===== src/rtl/vc_pkg.sv =====
//------------------------------------------------------------------------------
// Module      : vc_pkg
// Description : Shared state encoding and width helpers for the victim-cache
//               tag store.
// Revision    : 1.0 - initial release
//------------------------------------------------------------------------------
`default_nettype none

package vc_pkg;

  typedef enum logic [1:0] {
    IDLE        = 2'd0,
    EVICT       = 2'd1,
    FLUSH_SCAN  = 2'd2,
    FLUSH_EVICT = 2'd3
  } vc_state_e;

  function automatic int way_w(input int n);
    return (n > 1) ? $clog2(n) : 1;
  endfunction

  function automatic int occ_w(input int n);
    return $clog2(n + 1);
  endfunction

endpackage

`default_nettype wire


===== src/rtl/vc_lru_ages.sv =====
//------------------------------------------------------------------------------
// Module      : vc_lru_ages
// Description : True-LRU age registers (0 = MRU) with touch/insert/remove
//               updates and victim selection.
// Revision    : 1.0 - initial release
//------------------------------------------------------------------------------
`default_nettype none

module vc_lru_ages #(
  parameter int NUM_WAYS = 8,
  parameter int WAY_W    = 3
) (
  input  logic                clk,
  input  logic                rst_n,
  input  logic [NUM_WAYS-1:0] valid,
  input  logic                touch_en,
  input  logic [WAY_W-1:0]    touch_way,
  input  logic                remove_en,
  input  logic [WAY_W-1:0]    remove_way,
  input  logic                insert_en,
  input  logic [WAY_W-1:0]    insert_way,
  output logic [WAY_W-1:0]    victim_way,
  output logic                full
);

  localparam logic [WAY_W-1:0] c_oldest = WAY_W'(NUM_WAYS - 1);

  logic [WAY_W-1:0] r_age [NUM_WAYS];
  logic [WAY_W-1:0] w_touch_age;
  logic [WAY_W-1:0] w_remove_age;

  assign w_touch_age  = r_age[touch_way];
  assign w_remove_age = r_age[remove_way];
  assign full         = &valid;

  // Valid ways always hold a permutation of 0..occupancy-1, so every update
  // only shifts the ages on one side of the affected way.
  always_ff @(posedge clk or negedge rst_n) begin
    if (!rst_n) begin
      for (int i = 0; i < NUM_WAYS; i++) r_age[i] <= '0;
    end else begin
      for (int i = 0; i < NUM_WAYS; i++) begin
        if (insert_en) begin
          if (insert_way == WAY_W'(i))
            r_age[i] <= '0;
          else if (valid[i])
            r_age[i] <= r_age[i] + 1'b1;
        end else if (touch_en) begin
          if (touch_way == WAY_W'(i))
            r_age[i] <= '0;
          else if (valid[i] && (r_age[i] < w_touch_age))
            r_age[i] <= r_age[i] + 1'b1;
        end else if (remove_en && valid[i] && (r_age[i] > w_remove_age)) begin
          r_age[i] <= r_age[i] - 1'b1;
        end
      end
    end
  end

  always_comb begin
    victim_way = '0;
    for (int i = NUM_WAYS - 1; i >= 0; i--)
      if (!valid[i]) victim_way = WAY_W'(i);
    if (full) begin
      for (int i = 0; i < NUM_WAYS; i++)
        if (r_age[i] == c_oldest) victim_way = WAY_W'(i);
    end
  end

endmodule

`default_nettype wire


===== src/rtl/vc_tag_lru_store.sv =====
//------------------------------------------------------------------------------
// Module      : vc_tag_lru_store
// Description : Fully-associative victim-cache tag store with registered
//               lookup, true-LRU allocate, dirty eviction port and flush walk.
// Revision    : 1.0 - initial release
//------------------------------------------------------------------------------
`default_nettype none

module vc_tag_lru_store
  import vc_pkg::*;
#(
  parameter int  TAG_WIDTH = 26,
  parameter int  NUM_WAYS  = 8,
  localparam int WAY_W     = way_w(NUM_WAYS),
  localparam int OCC_W     = occ_w(NUM_WAYS)
) (
  input  logic                 clk,
  input  logic                 rst_n,
  input  logic                 lkp_valid,
  output logic                 lkp_ready,
  input  logic [TAG_WIDTH-1:0] lkp_tag,
  input  logic                 lkp_inval,
  output logic                 lkp_resp_valid,
  output logic                 lkp_hit,
  output logic [WAY_W-1:0]     lkp_way,
  output logic                 lkp_dirty,
  input  logic                 alloc_valid,
  output logic                 alloc_ready,
  input  logic [TAG_WIDTH-1:0] alloc_tag,
  input  logic                 alloc_dirty,
  output logic                 alloc_done,
  output logic [WAY_W-1:0]     alloc_way,
  output logic                 evict_valid,
  input  logic                 evict_ready,
  output logic [TAG_WIDTH-1:0] evict_tag,
  output logic [WAY_W-1:0]     evict_way,
  input  logic                 dirty_set_en,
  input  logic [WAY_W-1:0]     dirty_set_way,
  input  logic                 flush_req,
  output logic                 flush_busy,
  output logic                 flush_done,
  output logic [OCC_W-1:0]     occupancy
);

  localparam logic [WAY_W-1:0] c_last_way = WAY_W'(NUM_WAYS - 1);

  vc_state_e r_state;
  vc_state_e w_state_nxt;

  logic [NUM_WAYS-1:0]  r_valid;
  logic [NUM_WAYS-1:0]  r_dirty;
  logic [TAG_WIDTH-1:0] r_tag [NUM_WAYS];
  logic [WAY_W-1:0]     r_scan;
  logic [TAG_WIDTH-1:0] r_pend_tag;
  logic                 r_pend_dirty;
  logic [TAG_WIDTH-1:0] r_evict_tag;
  logic [WAY_W-1:0]     r_evict_way;
  logic                 r_lkp_resp_valid;
  logic                 r_lkp_hit;
  logic [WAY_W-1:0]     r_lkp_way;
  logic                 r_lkp_dirty;
  logic                 r_alloc_done;
  logic [WAY_W-1:0]     r_alloc_way;
  logic                 r_flush_done;

  logic                 w_hit;
  logic [WAY_W-1:0]     w_hit_way;
  logic [WAY_W-1:0]     w_victim;
  logic                 w_full;
  logic                 w_lkp_fire;
  logic                 w_alloc_fire;
  logic                 w_touch_en;
  logic                 w_inv_en;
  logic [WAY_W-1:0]     w_inv_way;
  logic                 w_remove_en;
  logic                 w_write_en;
  logic [WAY_W-1:0]     w_write_way;
  logic [TAG_WIDTH-1:0] w_write_tag;
  logic                 w_write_dirty;
  logic                 w_cap_en;
  logic [WAY_W-1:0]     w_cap_way;
  logic                 w_dirty_set_ok;
  logic                 w_flush_start;
  logic                 w_scan_step;
  logic                 w_flush_fin;

  // Lowest index wins if a caller ever lets two ways hold the same tag.
  always_comb begin
    w_hit     = 1'b0;
    w_hit_way = '0;
    for (int i = NUM_WAYS - 1; i >= 0; i--) begin
      if (r_valid[i] && (r_tag[i] == lkp_tag)) begin
        w_hit     = 1'b1;
        w_hit_way = WAY_W'(i);
      end
    end
  end

  always_comb begin
    occupancy = '0;
    for (int i = 0; i < NUM_WAYS; i++) occupancy = occupancy + OCC_W'(r_valid[i]);
  end

  always_ff @(posedge clk or negedge rst_n) begin
    if (!rst_n) r_state <= IDLE;
    else        r_state <= w_state_nxt;
  end

  always_comb begin
    w_state_nxt    = r_state;
    lkp_ready      = 1'b0;
    alloc_ready    = 1'b0;
    evict_valid    = 1'b0;
    flush_busy     = 1'b0;
    w_lkp_fire     = 1'b0;
    w_alloc_fire   = 1'b0;
    w_touch_en     = 1'b0;
    w_inv_en       = 1'b0;
    w_inv_way      = w_hit_way;
    w_write_en     = 1'b0;
    w_write_way    = w_victim;
    w_write_tag    = alloc_tag;
    w_write_dirty  = alloc_dirty;
    w_cap_en       = 1'b0;
    w_cap_way      = w_victim;
    w_dirty_set_ok = 1'b0;
    w_flush_start  = 1'b0;
    w_scan_step    = 1'b0;
    w_flush_fin    = 1'b0;
    case (r_state)
      IDLE: begin
        lkp_ready    = !flush_req;
        alloc_ready  = !flush_req && !lkp_valid;
        w_lkp_fire   = lkp_valid && !flush_req;
        w_alloc_fire = alloc_valid && !flush_req && !lkp_valid;
        if (flush_req) begin
          w_state_nxt   = FLUSH_SCAN;
          w_flush_start = 1'b1;
        end
        if (w_lkp_fire && w_hit) begin
          w_inv_en   = lkp_inval;
          w_touch_en = !lkp_inval;
        end
        w_dirty_set_ok = dirty_set_en && r_valid[dirty_set_way] &&
                         !(w_inv_en && (w_inv_way == dirty_set_way));
        // A valid victim only exists when the store is full.
        if (w_alloc_fire) begin
          if (w_full && r_dirty[w_victim]) begin
            w_cap_en    = 1'b1;
            w_state_nxt = EVICT;
          end else begin
            w_write_en = 1'b1;
          end
        end
      end
      EVICT: begin
        evict_valid = 1'b1;
        if (evict_ready) begin
          w_write_en    = 1'b1;
          w_write_way   = r_evict_way;
          w_write_tag   = r_pend_tag;
          w_write_dirty = r_pend_dirty;
          w_state_nxt   = IDLE;
        end
      end
      FLUSH_SCAN: begin
        flush_busy = 1'b1;
        w_cap_way  = r_scan;
        if (r_valid[r_scan] && r_dirty[r_scan]) begin
          w_cap_en    = 1'b1;
          w_state_nxt = FLUSH_EVICT;
        end else begin
          w_inv_en    = 1'b1;
          w_inv_way   = r_scan;
          w_scan_step = 1'b1;
        end
      end
      FLUSH_EVICT: begin
        flush_busy  = 1'b1;
        evict_valid = 1'b1;
        if (evict_ready) begin
          w_inv_en    = 1'b1;
          w_inv_way   = r_scan;
          w_scan_step = 1'b1;
        end
      end
      default: w_state_nxt = IDLE;
    endcase
    if (w_scan_step) begin
      if (r_scan == c_last_way) begin
        w_flush_fin = 1'b1;
        w_state_nxt = IDLE;
      end else begin
        w_state_nxt = FLUSH_SCAN;
      end
    end
  end

  assign w_remove_en = w_inv_en && r_valid[w_inv_way];

  always_ff @(posedge clk or negedge rst_n) begin
    if (!rst_n) begin
      r_valid          <= '0;
      r_dirty          <= '0;
      for (int i = 0; i < NUM_WAYS; i++) r_tag[i] <= '0;
      r_scan           <= '0;
      r_pend_tag       <= '0;
      r_pend_dirty     <= 1'b0;
      r_evict_tag      <= '0;
      r_evict_way      <= '0;
      r_lkp_resp_valid <= 1'b0;
      r_lkp_hit        <= 1'b0;
      r_lkp_way        <= '0;
      r_lkp_dirty      <= 1'b0;
      r_alloc_done     <= 1'b0;
      r_alloc_way      <= '0;
      r_flush_done     <= 1'b0;
    end else begin
      r_lkp_resp_valid <= w_lkp_fire;
      r_lkp_hit        <= w_lkp_fire && w_hit;
      r_lkp_way        <= (w_lkp_fire && w_hit) ? w_hit_way : '0;
      r_lkp_dirty      <= w_lkp_fire && w_hit && r_dirty[w_hit_way];
      r_alloc_done     <= w_write_en;
      r_flush_done     <= w_flush_fin;
      if (w_write_en) r_alloc_way <= w_write_way;
      if (w_dirty_set_ok) r_dirty[dirty_set_way] <= 1'b1;
      if (w_inv_en) begin
        r_valid[w_inv_way] <= 1'b0;
        r_dirty[w_inv_way] <= 1'b0;
      end
      if (w_write_en) begin
        r_tag[w_write_way]   <= w_write_tag;
        r_valid[w_write_way] <= 1'b1;
        r_dirty[w_write_way] <= w_write_dirty;
      end
      if (w_cap_en) begin
        r_evict_tag  <= r_tag[w_cap_way];
        r_evict_way  <= w_cap_way;
        r_pend_tag   <= alloc_tag;
        r_pend_dirty <= alloc_dirty;
      end
      if (w_flush_start)
        r_scan <= '0;
      else if (w_scan_step && (r_scan != c_last_way))
        r_scan <= r_scan + 1'b1;
    end
  end

  vc_lru_ages #(
    .NUM_WAYS (NUM_WAYS),
    .WAY_W    (WAY_W)
  ) u_lru (
    .clk        (clk),
    .rst_n      (rst_n),
    .valid      (r_valid),
    .touch_en   (w_touch_en),
    .touch_way  (w_hit_way),
    .remove_en  (w_remove_en),
    .remove_way (w_inv_way),
    .insert_en  (w_write_en),
    .insert_way (w_write_way),
    .victim_way (w_victim),
    .full       (w_full)
  );

  assign lkp_resp_valid = r_lkp_resp_valid;
  assign lkp_hit        = r_lkp_hit;
  assign lkp_way        = r_lkp_way;
  assign lkp_dirty      = r_lkp_dirty;
  assign alloc_done     = r_alloc_done;
  assign alloc_way      = r_alloc_way;
  assign evict_tag      = r_evict_tag;
  assign evict_way      = r_evict_way;
  assign flush_done     = r_flush_done;

endmodule

`default_nettype wire


===== config.mk =====
export PLATFORM = sky130hd
export DESIGN_NAME = vc_tag_lru_store
export DESIGN_NICKNAME = d
export VERILOG_FILES = /design/src/rtl/vc_pkg.sv /design/src/rtl/vc_lru_ages.sv /design/src/rtl/vc_tag_lru_store.sv
export SDC_FILE = /design/constraint.sdc
export NUM_CORES = 1
export LEC_CHECK = 0
export CAP_MARGIN = 20
export CORE_UTILIZATION = 40
export CTS_BUF_LIST = sky130_fd_sc_hd__clkbuf_4
export DETAILED_ROUTE_END_ITERATION = 7
export PLACE_DENSITY = 0.54
export SKIP_CTS_REPAIR_TIMING = 1
export SLEW_MARGIN = 20
export SYNTH_ARGS = -nofsm -noshare
export SYNTH_HDL_FRONTEND = slang
export SYNTH_SLANG_ARGS = --single-unit
export TNS_END_PERCENT = 1

===== constraint.sdc =====
create_clock -name clk -period 8.3 [get_ports clk]
set_input_delay 1.245 -clock clk [delete_from_list [all_inputs] [get_ports clk]]
set_output_delay 1.245 -clock clk [all_outputs]
set_load 0.01 [all_outputs]

==> results.toml <==
[synth]
yosys-top-cells-count = "nand2_1 (326), dfrtp_1 (320), o21ai_0 (256), xnor2_1 (127), xor2_1 (101)"
synth_edf_count = 0
yosys_warnings = 0
synthMostInstantiatedCell = "nand2_1"
synth-main-ff-cell = "dfrtp_1"
async_reset_ff_share_pct = 100.0
syn-num-nets = 2249
synth.avg_cell_area_um2 = 9.572
synthesis.instances = 2115
ys_top_cells_by_area = "dfrtp_1 (40%), mux4_2 (6.5%), o21ai_0 (6.3%)"
yosysTopAreaCellShare_pct = 39.56
yosys_register_bits = 320
yosysSeqAreaShare_pct = 39.56
netlist_area_mm2 = 0.02024
synth_top_cell_by_area = "dfrtp_1"
yosysUniqueCellTypes = 86

[die]
start_util_pct = 40.43
die_y_um = 227.0
die_w_um = 227.0
ioPinCount = 112
row_count = 82
core_area_mm2 = 0.05007
dieArea_mm2 = 0.05152

[timing]
maxSlewViolCount = 0
min_period_over_period_pct = 78.59
setup_viol_count_final = 0
slew_headroom_pct = 31.70
worstMarginPinSlew_ps = 996.0
tns_ps = 0
fmax_ghz = 0.1533
rsz0062_at_grt = "false"
skew_ps = 59.31
hold_violations = 0
finalCriticalPeriod_ps = 6523

[finish]
drive_gt1_share_pct = 13.79
utilization_pct = 46.29
filler_cell_count = 4889
syn_to_final_growth_pct = 14.48
fin_cells = 2977
nets = 2367

[place]
dpl.hpwl_mm = 60.03
io_buffers = 111
gp_congestion = 1.043
dpl.cell_count = 2809

[status]
status = "finished clean"

[run]
drv_cap = 0

[critical_path]
crit_required_ps = 9030
rrSetupSlack_ps = 2530
path_max_fanout = 8
worstReg2RegEnd = "u_lru.r_age[11]"
worst-setup-path-type = "in2reg"
endpoint_kind = "register"
worstPathArrival_ps = 7250
rr_startpoint = "r_tag[186]"
start_kind = "input port"
rr_worst_depth = 17

[grt]
grt_usage_pct = 31.91
grt_max_degree = 117
grt_pass1_vias = 17028
grt_remaining_overflow = 0
antenna_found_initial = 5
grt_first_pass_wirelength_mm = 117.7

[clocking]
clockBufferDepth = 3
clkLatencyLatePin_ps = 880
numCtsBuffers = 94
clkSinkCount = 320
cts-root-buf = "clkbuf_4"
h-tree-depth = 3
cts_tree = "done"
clk_pin_slew_ps = 70

[pwr]
cellLeakagePower_nw = 10.14
powerDensity_mw_per_mm2 = 293.1
ir_worst_vdd_mv = 0.1752

[detailed_routing]
routed-via-count = 17306
postRouteAntennaNets = 0
first_pass_iters = 6
route.detailed.drc = 0
drt_wl_total_mm = 80.12
wl_per_cell_um = 26.91
viasPerCell = 5.813
drtIter0Drc = 1460

[min_path]
hp-class = "in2async"
==> how the worst max path moves through the flow <==
stage               cells after the start         from  slack (ps)         endpoint
global placement                       19  lkp_tag[24]        1060  u_lru.r_age[11]
global route                           19   lkp_tag[3]        1480  u_lru.r_age[11]
detailed placement                     18   lkp_tag[4]        1040  u_lru.r_age[11]
finish                                 21  lkp_tag[19]        1780   u_lru.r_age[2]
floorplan                              19   lkp_tag[6]        2710  u_lru.r_age[15]
CTS                                    18   lkp_tag[4]        1930  u_lru.r_age[11]
==> layout by cell type, fill, tap and decap left out, types with 66 or more instances in the layout <==
cell	synthesis	layout
a21oi_1	66	66
clkbuf_4	0	134
clkdlybuf4s50_1	0	110
dfrtp_1	320	320
ha_1	66	66
mux2i_1	71	70
nand2_1	326	322
nand4_1	70	70
nor2_1	92	91
o21ai_0	256	255
xnor2_1	127	127
xor2_1	101	101
==> report_power, final <==
group | switching (mW) | internal, mW | total (mW)
clock | 0.726 | 0.745 | 1.47
combinational | 1.80 | 1.26 | 3.06
sequential | 0.389 | 1.88 | 2.27
total | 2.91 | 3.88 | 6.79
==> layout make-up <==
cell class | count | area [um2] | share of cell area [%]
antenna | 7 | 17.52 | 0.07558
clock buffer | 134 | 1006 | 4.341
clock inverter | 27 | 136.4 | 0.5885
inverter | 59 | 221.5 | 0.9556
multi-input combinational | 1613 | 11570 | 49.94
sequential | 320 | 8008 | 34.55
tap | 672 | 840.8 | 3.628
timing repair buffer | 145 | 1371 | 5.917
==> flip-flops by register name (all words and copies together), names as in the netlist, 2 cells and up <==
name / flops
evict_way: 3
alloc_way: 3
u_lru.r_age: 24
r_scan: 3
evict_tag: 26
r_dirty: 8
r_tag: 208
lkp_way: 3
r_pend_tag: 26
r_valid: 8
r_state: 2
==> layer usage <==
| layer | share of wire (%) | up-vias | global-route usage (%) |
|---|---|---|---|
| li1 | - | 7927 | - |
| met4 | 4.4 | 0 | 13.66 |
| met2 | 49 | 624 | 54.31 |
| met3 | 5.2 | 173 | 5.201 |
| met1 | 41 | 8582 | 40.07 |
| met5 | 0 | - | 0 |
==> logic make-up (layout without fill, tap and decap cells) <==
group / Yosys count / count (layout) / share of synthesized area (%)
mux: 171 / 171 / 12.30
xor+xnor: 228 / 228 / 9.864
simple gates: 670 / 670 / 15.82
fa+ha+maj: 70 / 70 / 4.475
other cells: 0 / 7 / 0
buf+inv: 182 / 365 / 3.739
compound gates: 474 / 474 / 14.25
flops: 320 / 320 / 39.56
==> stage by stage <==
step | total power [mW] | cell area (um2) | worst slack, ps | hold slack (ps)
after floorplan | 4.161 | 20240 | 2705 | 478.7
after global placement | 5.273 | 22020 | 1062 | 463.8
after detailed placement | 5.315 | 22020 | 1041 | 469.2
after CTS | 6.819 | 23160 | 1928 | 484.2
after global routing | 7.222 | 23170 | 1483 | 493.8
final | 6.793 | 23180 | 1777 | 464.7
==> worst max-delay path: stages <==
cell	delay [ps]
clkdlybuf4s50_1	720
xnor2_1	490
nand4_1	160
or4_1	570
nor4_1	700
o21ai_0	210
a21boi_0	310
buf_4	220
nand2b_1	140
o31a_1	340
o221ai_1	150
nor2_1	150
a21oi_1	80
buf_4	200
ha_1	190
or4_1	510
o2111ai_1	210
nand2_1	170
nor3_1	230
mux2_2	190
nor2_1	40
No activity file was read; power rests on OpenSTA's default activity.
